**config.mk**
```make
export PLATFORM = sky130hd
export DESIGN_NAME = rom_sram_sequencer
export DESIGN_NICKNAME = d
export VERILOG_FILES = /design/src/rtl/rom_sram_sequencer.sv
export SDC_FILE = /design/constraint.sdc
export NUM_CORES = 1
export LEC_CHECK = 0
export ABC_AREA = 1
export CAP_MARGIN = 30
export CELL_PAD_IN_SITES_DETAIL_PLACEMENT = 0
export CELL_PAD_IN_SITES_GLOBAL_PLACEMENT = 2
export CORE_UTILIZATION = 23
export CTS_CLUSTER_SIZE = 20
export DETAILED_ROUTE_END_ITERATION = 7
export PLACE_DENSITY_LB_ADDON = 0.2
export SLEW_MARGIN = 0
export SYNTH_ARGS = -nofsm -noshare
export SYNTH_HDL_FRONTEND = slang
export SYNTH_SLANG_ARGS = --single-unit
```
**constraint.sdc**
```tcl
create_clock -name clk -period 2.16 [get_ports clk]
set_clock_uncertainty 0.2 [all_clocks]
set_input_delay 0.216 -clock clk [delete_from_list [all_inputs] [get_ports clk]]
set_output_delay 0.216 -clock clk [all_outputs]
set_load 0.05 [all_outputs]
```
**src/rtl/rom_sram_sequencer.sv**
```systemverilog
// rom_sram_sequencer: sole owner of the async-SRAM ROM store.
// Boot phase: each loader byte becomes a setup / write-pulse / hold sequence.
// Run phase: round-robin read service for two requesters with a fixed access wait.
module rom_sram_sequencer #(
  parameter int WR_CYCLES = 3,
  parameter int RD_CYCLES = 2
) (
  input  logic        clk,
  input  logic        reset_n,
  input  logic        ld_valid,
  output logic        ld_ready,
  input  logic [16:0] ld_addr,
  input  logic [7:0]  ld_data,
  input  logic        ld_done,
  output logic        loaded,
  input  logic        rq0_req,
  input  logic [16:0] rq0_addr,
  output logic        rq0_ack,
  output logic [7:0]  rq0_data,
  input  logic        rq1_req,
  input  logic [16:0] rq1_addr,
  output logic        rq1_ack,
  output logic [7:0]  rq1_data,
  output logic        mem_cs,
  output logic        mem_wr_en,
  output logic [16:0] mem_addr,
  output logic [7:0]  mem_din,
  input  logic [7:0]  mem_dout
);

  localparam logic [2:0] S_IDLE     = 3'd0;
  localparam logic [2:0] S_WR_SETUP = 3'd1;
  localparam logic [2:0] S_WR_PULSE = 3'd2;
  localparam logic [2:0] S_WR_HOLD  = 3'd3;
  localparam logic [2:0] S_RD_WAIT  = 3'd4;
  localparam logic [2:0] S_RD_DONE  = 3'd5;

  localparam int MAXC  = (WR_CYCLES > RD_CYCLES) ? WR_CYCLES : RD_CYCLES;
  localparam int CNT_W = (MAXC > 1) ? $clog2(MAXC) : 1;
  localparam logic [CNT_W-1:0] WR_LAST = CNT_W'(WR_CYCLES - 1);
  localparam logic [CNT_W-1:0] RD_LAST = CNT_W'(RD_CYCLES - 1);

  logic [2:0]       r_state;
  logic [CNT_W-1:0] r_cnt;
  logic             r_pending;
  logic             r_loaded;
  logic             r_grant;
  logic             r_prio;
  logic             r_ld_ready;
  logic             r_mem_cs;
  logic             r_mem_wr_en;
  logic [16:0]      r_mem_addr;
  logic [7:0]       r_mem_din;
  logic             r_rq0_ack;
  logic             r_rq1_ack;
  logic [7:0]       r_rq0_data;
  logic [7:0]       r_rq1_data;

  logic [2:0]       w_next_state;
  logic [CNT_W-1:0] w_cnt_next;
  logic             w_accept;
  logic             w_grant_vld;
  logic             w_grant_sel;
  logic             w_pending_next;
  logic             w_loaded_next;
  logic             w_capture;

  // Done flag is only meaningful until the load phase closes.
  assign w_pending_next = (r_pending | ld_done) & ~r_loaded;
  // Loaded rises on entry to IDLE so the first IDLE cycle already blocks the loader.
  assign w_loaded_next  = r_loaded | ((w_next_state == S_IDLE) & w_pending_next);
  assign w_capture      = (r_state == S_RD_WAIT) && (r_cnt == RD_LAST);

  // Next-state, loader accept and read arbitration.
  always_comb begin
    w_next_state = r_state;
    w_cnt_next   = r_cnt;
    w_accept     = 1'b0;
    w_grant_vld  = 1'b0;
    w_grant_sel  = r_grant;
    case (r_state)
      S_IDLE: begin
        if (!r_loaded) begin
          if (ld_valid && r_ld_ready) begin
            w_accept     = 1'b1;
            w_next_state = S_WR_SETUP;
          end
        end else if (rq0_req || rq1_req) begin
          w_grant_vld  = 1'b1;
          w_grant_sel  = (rq0_req && rq1_req) ? r_prio : rq1_req;
          w_next_state = S_RD_WAIT;
          w_cnt_next   = '0;
        end
      end
      S_WR_SETUP: begin
        w_next_state = S_WR_PULSE;
        w_cnt_next   = '0;
      end
      S_WR_PULSE: begin
        if (r_cnt == WR_LAST) w_next_state = S_WR_HOLD;
        else                  w_cnt_next   = r_cnt + 1'b1;
      end
      S_WR_HOLD: w_next_state = S_IDLE;
      S_RD_WAIT: begin
        if (r_cnt == RD_LAST) w_next_state = S_RD_DONE;
        else                  w_cnt_next   = r_cnt + 1'b1;
      end
      S_RD_DONE: w_next_state = S_IDLE;
      default:   w_next_state = S_IDLE;
    endcase
  end

  // Control state: FSM, counter, done flag, arbitration pointer.
  always_ff @(posedge clk or negedge reset_n) begin
    if (!reset_n) begin
      r_state   <= S_IDLE;
      r_cnt     <= '0;
      r_pending <= 1'b0;
      r_loaded  <= 1'b0;
      r_grant   <= 1'b0;
      r_prio    <= 1'b0;
    end else begin
      r_state   <= w_next_state;
      r_cnt     <= w_cnt_next;
      r_pending <= w_pending_next;
      r_loaded  <= w_loaded_next;
      if (w_grant_vld) begin
        r_grant <= w_grant_sel;
        r_prio  <= ~w_grant_sel;
      end
    end
  end

  // Registered outputs derived from the next state; addr/din only move on a new transaction.
  always_ff @(posedge clk or negedge reset_n) begin
    if (!reset_n) begin
      r_ld_ready  <= 1'b0;
      r_mem_cs    <= 1'b0;
      r_mem_wr_en <= 1'b0;
      r_mem_addr  <= '0;
      r_mem_din   <= '0;
      r_rq0_ack   <= 1'b0;
      r_rq1_ack   <= 1'b0;
      r_rq0_data  <= '0;
      r_rq1_data  <= '0;
    end else begin
      r_ld_ready  <= (w_next_state == S_IDLE) && !w_loaded_next;
      r_mem_cs    <= (w_next_state == S_WR_SETUP) || (w_next_state == S_WR_PULSE) ||
                     (w_next_state == S_WR_HOLD)  || (w_next_state == S_RD_WAIT);
      r_mem_wr_en <= (w_next_state == S_WR_PULSE);
      if (w_accept) begin
        r_mem_addr <= ld_addr;
        r_mem_din  <= ld_data;
      end else if (w_grant_vld) begin
        r_mem_addr <= w_grant_sel ? rq1_addr : rq0_addr;
      end
      r_rq0_ack <= (w_next_state == S_RD_DONE) && !r_grant;
      r_rq1_ack <= (w_next_state == S_RD_DONE) &&  r_grant;
      if (w_capture && !r_grant) r_rq0_data <= mem_dout;
      if (w_capture &&  r_grant) r_rq1_data <= mem_dout;
    end
  end

  assign ld_ready  = r_ld_ready;
  assign loaded    = r_loaded;
  assign rq0_ack   = r_rq0_ack;
  assign rq1_ack   = r_rq1_ack;
  assign rq0_data  = r_rq0_data;
  assign rq1_data  = r_rq1_data;
  assign mem_cs    = r_mem_cs;
  assign mem_wr_en = r_mem_wr_en;
  assign mem_addr  = r_mem_addr;
  assign mem_din   = r_mem_din;

endmodule

```
Word-level counts from Yosys, hierarchy flattened --
Index checks and enable logic that the tools add are counted.
Storage, ports and cells: register bits 55, input bits 73, output and inout port bits 47, word-level logic and storage cells 79
Cells by class: add/sub/neg operators 1, equality and inequality tests 14, muxes and demuxes 24, bitwise logic cells 6, reduce and logical (&&, ||, !) cells 19
Operators by type and width (count):
- $mux W17 | 3
- $mux W3 | 5
- $pmux W3 S4 | 1
- $mux W1 | 10
- $eq A3 B2 Y1 const B | 3
- $eq A3 B3 Y1 const B | 3
- $logic_and A1 B1 Y1 | 8
- $mux W2 | 4
- $ne A2 B2 Y1 const B | 4
- $pmux W2 S4 | 1
- $eq A3 B1 Y1 const B | 2
- $logic_not A3 Y1 | 2
- $reduce_and A5 Y1 | 1
- $logic_or A1 B1 Y1 | 4
- $reduce_bool A4 Y1 | 1
- $add A2 B1 Y2 const B | 1
- $and A1 B1 Y1 | 2
- $eq A2 B1 Y1 const B | 1
- $eq A2 B2 Y1 const B | 1
- $logic_not A1 Y1 | 2
- $not A1 Y1 | 2
- $or A1 B1 Y1 | 2
- $reduce_bool A2 Y1 | 1

Logic depth before layout (Yosys ltp) --
depth after elaboration 9, gate-level depth with buffers 10, gate-level depth less buffers 9

Worst setup path after synthesis --
OpenSTA, ideal clock, no wires.
kind flip-flop to flip-flop, from register r_loaded (netlist: loaded), to register r_mem_addr[10] (netlist: mem_addr[10]), library setup time 118 ps, arrival time 1572 ps, data required time 1842 ps, slack 270 ps, cell stages (with the launch flop) 9, buffers on the path 1, period minus slack after synthesis 1890 ps, cell sequence dfrtp_1 > nand2_1 > a21oi_2 > nand2_4 > clkbuf_4 > nand3_1 > nand3_1 > nand2_1 > nand2_1
On the way: cells in the longest elaborated chain, start to end 5
Ends and longest elaborated chain:
- start: declaration | line 46 | logic r_loaded;
- start signal: assignment | line 126 | r_loaded <= w_loaded_next;
- $mux W1 | line 83 | if (!r_loaded) begin
- $mux W1 | line 81 | case (r_state)
- $mux W17 | line 155 | r_mem_addr <= w_grant_sel ? rq1_addr : rq0_addr;
- $mux W17 | line 154 | end else if (w_grant_vld) begin
- $mux W17 | line 151 | if (w_accept) begin
- end signal: assignment | line 152 | r_mem_addr <= ld_addr;
- end signal: assignment | line 155
- end: declaration | line 52 | logic [16:0] r_mem_addr;
Several ways; a longest one is shown, not always the timed one. The select of a mux whose other input is x is not followed. A chain may end at the register's enable or synchronous reset.

Worst setup path after layout --
from register r_loaded (netlist: loaded), to output port loaded
RTL lines:
- end: declaration | line 15 | output logic loaded,
No word-level cell between the ends.

==> metrics.log <==
INFO  metric drt-vias-per-instance = 4.19
INFO  metric design_power_total = 6.40 mW
INFO  metric synthCells = 338
INFO  metric hold_class = primary input to asynchronous set/reset pin
INFO  metric critical_path_arrival = 1590 ps
INFO  metric hpwlAfterDp = 5540 um
INFO  metric finalHoldViolCount = 0
INFO  metric synth.ff_latch_count = 55
INFO  metric grt_start_max_net_pins = 56
INFO  metric setup_viol_count_final = 0
INFO  metric crit_path_end_kind = primary output
INFO  metric grt_ovf = 0
INFO  metric yosysUniqueCellTypes = 28
INFO  metric met3_length = 563 um
INFO  metric drt_initial_violations = 115
INFO  metric outcome = complete, but fails checks
INFO  metric min_period = 2010 ps
INFO  metric via_count = 2515
INFO  metric final.fill_count = 1206
INFO  metric syn_area = 2770 um^2
INFO  metric grt_antenna_before_repair = 0
INFO  metric synth_enable_flop_cells = 0
INFO  metric totalNegativeSetupSlack = 0 ps
INFO  metric power_density = 1500 nW/um^2
INFO  metric start_util = 24.0%
INFO  metric critical_path.top_delay_family = buffers and inverters
INFO  metric tritoncts = yes
INFO  metric required = 1740 ps
INFO  metric drv_cap = 0
INFO  metric violations = design-rule violations
INFO  metric p_leak = 2.04 nW
INFO  metric mappedNetlistNets = 413
INFO  metric syn_to_layout_area_delta = 53.7%
INFO  metric route.final.wire_length = 8150 um
INFO  metric critical_path_cell_count = 1
INFO  metric timing.reg2reg.setup_slack = 290 ps
INFO  metric clkLatencyLatePin = 300 ps
INFO  metric placementRows = 39
INFO  metric die_height = 112 um
INFO  metric cts_max_path_buffers = 2
INFO  metric yosysTopAreaCell = dfrtp_1
INFO  metric worstSetupStartpointType = flop
INFO  metric antenna_cells_inserted = 0
INFO  metric cts_post_setup_buffers_inserted = 0
INFO  metric critical_path_buf_inv_count = 1
INFO  metric met1Wirelength = 3820 um
INFO  metric route.detailed.wl_per_inst = 13.6 um
INFO  metric ys_dominant_reg_cell = dfrtp_1
INFO  metric met2RoutedLength = 3680 um
INFO  metric cts_root_buf = clkbuf_16
INFO  metric vdd_drop_max = 0.847 mV
INFO  metric cts-resized-gates = 0
INFO  metric core-area = 11600 um^2
INFO  metric timing.critical_path.cells = clkdlybuf4s50_1
INFO  metric worst_path_largest_cell_delay = 840 ps
INFO  metric synth_area_per_cell = 8.21 um^2
INFO  metric unrepaired_setup_endpoints_after_global_routing = false
INFO  metric postSynth.asyncResetShare = 100%
INFO  metric grt_pass1_vias = 2532
INFO  metric worst_setup_hold_path_clk_slew = 70 ps
INFO  metric die_area = 12500 um^2
INFO  metric critical_path_peak_fanout = 6
INFO  metric critical_path_class = flop to primary output
INFO  metric synth.top_cell.area_share = 49.6%
INFO  metric fmax = 0.498 GHz
INFO  metric detail-route-antenna-nets = 0
INFO  metric h-tree-depth = 2
INFO  metric synth_top_cells_by_count = nand2_1 (132), dfrtp_1 (55), nand3_1 (35)
INFO  metric io_buffers = 119
INFO  metric synth.area.top_cells = dfrtp_1 (50%), nand2_1 (18%), nand3_1 (6.3%), nor2_1 (3.9%), nor2_2 (3.4%)
INFO  metric place.gp.congestion = 0.744
INFO  metric numCtsBuffers = 5
INFO  metric cts_num_sinks = 55
INFO  metric synth_sequential_area_ratio = 49.6%
INFO  metric ios = 120
INFO  metric grt_first_pass_wirelength = 13100 um
INFO  metric yosysWarningCount = 0
INFO  metric cts_hold_buffers = 1
INFO  metric nets = 531
INFO  metric worstRegToRegCells = 8
INFO  metric drcViolationCount = 12
INFO  metric top_layer_used = met4
INFO  metric tightestPinTransition = 730 ps
INFO  metric crit_path_top_delay_cell = clkdlybuf4s50_1
INFO  metric drt_first_pass_iters = 8
INFO  metric drive_gt1_share = 10.9%
INFO  metric chipWidth = 112 um
INFO  metric yosysMostFrequentCell = nand2_1
INFO  metric min_period_over_period = 93.0%
INFO  metric timing_max_transition_violations_final = 0
INFO  metric gr-usage-all-layers = 13.4%
INFO  metric slew_headroom = 51.3%
[final timing paths]
check,start,endpoint
max,loaded,loaded
max in group asynchronous,reset_n,mem_addr[11]
min,reset_n,mem_wr_en
max reg2reg,loaded,mem_addr[11]
min in group clk,ld_data[0],mem_din[0]
min reg2reg,mem_addr[0],mem_addr[0]
[worst register-to-register path: stages (launching register included)]
cell,delay (ps)
dfrtp_1,450
inv_1,110
nand3_2,100
nor2_4,50
inv_2,530
nor2_1,120
nor2_2,130
nand2_1,60
nand2_1,60
[flip-flops by register name, indices dropped and copies added, names as in the netlist]
register,count
rq0_ack,1
rq1_ack,1
mem_wr_en,1
mem_addr,17
loaded,1
r_state,3
r_pending,1
r_cnt,2
mem_cs,1
r_prio,1
r_grant,1
rq0_data,8
mem_din,8
ld_ready,1
rq1_data,8
[routing by layer]
metal | track usage [%] | up-vias
met5 | 0 | -
met4 | 3.51 | 0
met3 | 3.76 | 6
met2 | 21.6 | 80
met1 | 17.6 | 1134
li1 | - | 1295
[through the flow]
stage / hold WS, ps / std cells / setup WS [ps] / util, % / area [um^2]
final: 248 / 600 / 152 / 36.9 / 4260
after global placement: 52.2 / 591 / 161 / 35.2 / 4080
after floorplan: -280 / 338 / 270 / - / 2770
after CTS: 240 / 600 / 136 / 36.9 / 4260
after global routing: 258 / 600 / 51.9 / 36.9 / 4260
after detailed placement: 49.4 / 591 / 158 / 35.2 / 4080
[cell families after synthesis]
logic type	count (synthesis)	synth area share, %
AND/OR/NAND/NOR	227	38.1
buffers and inverters	30	6.68
AO/OA/AOI/OAI	24	4.69
flip-flops	55	49.6
adder cells (fa/ha/maj)	2	0.902
[placed cells by master (no fill, tap or decap), types with 2 or more instances in the layout]
cell and instances:
nor2_1 29, clkdlybuf4s50_1 118, o21ai_1 2, ha_1 2, nor2_4 2, a21oi_1 3
inv_2 4, nand2_4 2, nor2_2 15, nand3_2 2, o21ai_0 16, nand2_2 4
nand2_1 132, nand2_8 2, dfrtp_1 55, buf_4 3, inv_1 12, clkbuf_16 5
nand3_1 35, buf_12 2
[final cells by class]
type | instances | area, um^2 | area share [%]
clock buffers | 6 | 139 | 3.26
clock inverters | 2 | 38.8 | 0.910
flip-flops and latches | 55 | 1380 | 32.3
multi-input cells | 253 | 1210 | 28.4
well taps | 143 | 179 | 4.20
repair buffers | 125 | 1260 | 29.5
inverters | 16 | 60.1 | 1.41
[power by group]
part / internal [mW] / leakage [nW] / switching (mW) / total [mW]
registers: 1.43 / 0.696 / 0.250 / 1.68
clock network: 0.584 / 0.0875 / 0.396 / 0.981
logic: 1.25 / 1.26 / 2.50 / 3.75
(Power assumes the default switching activity.)
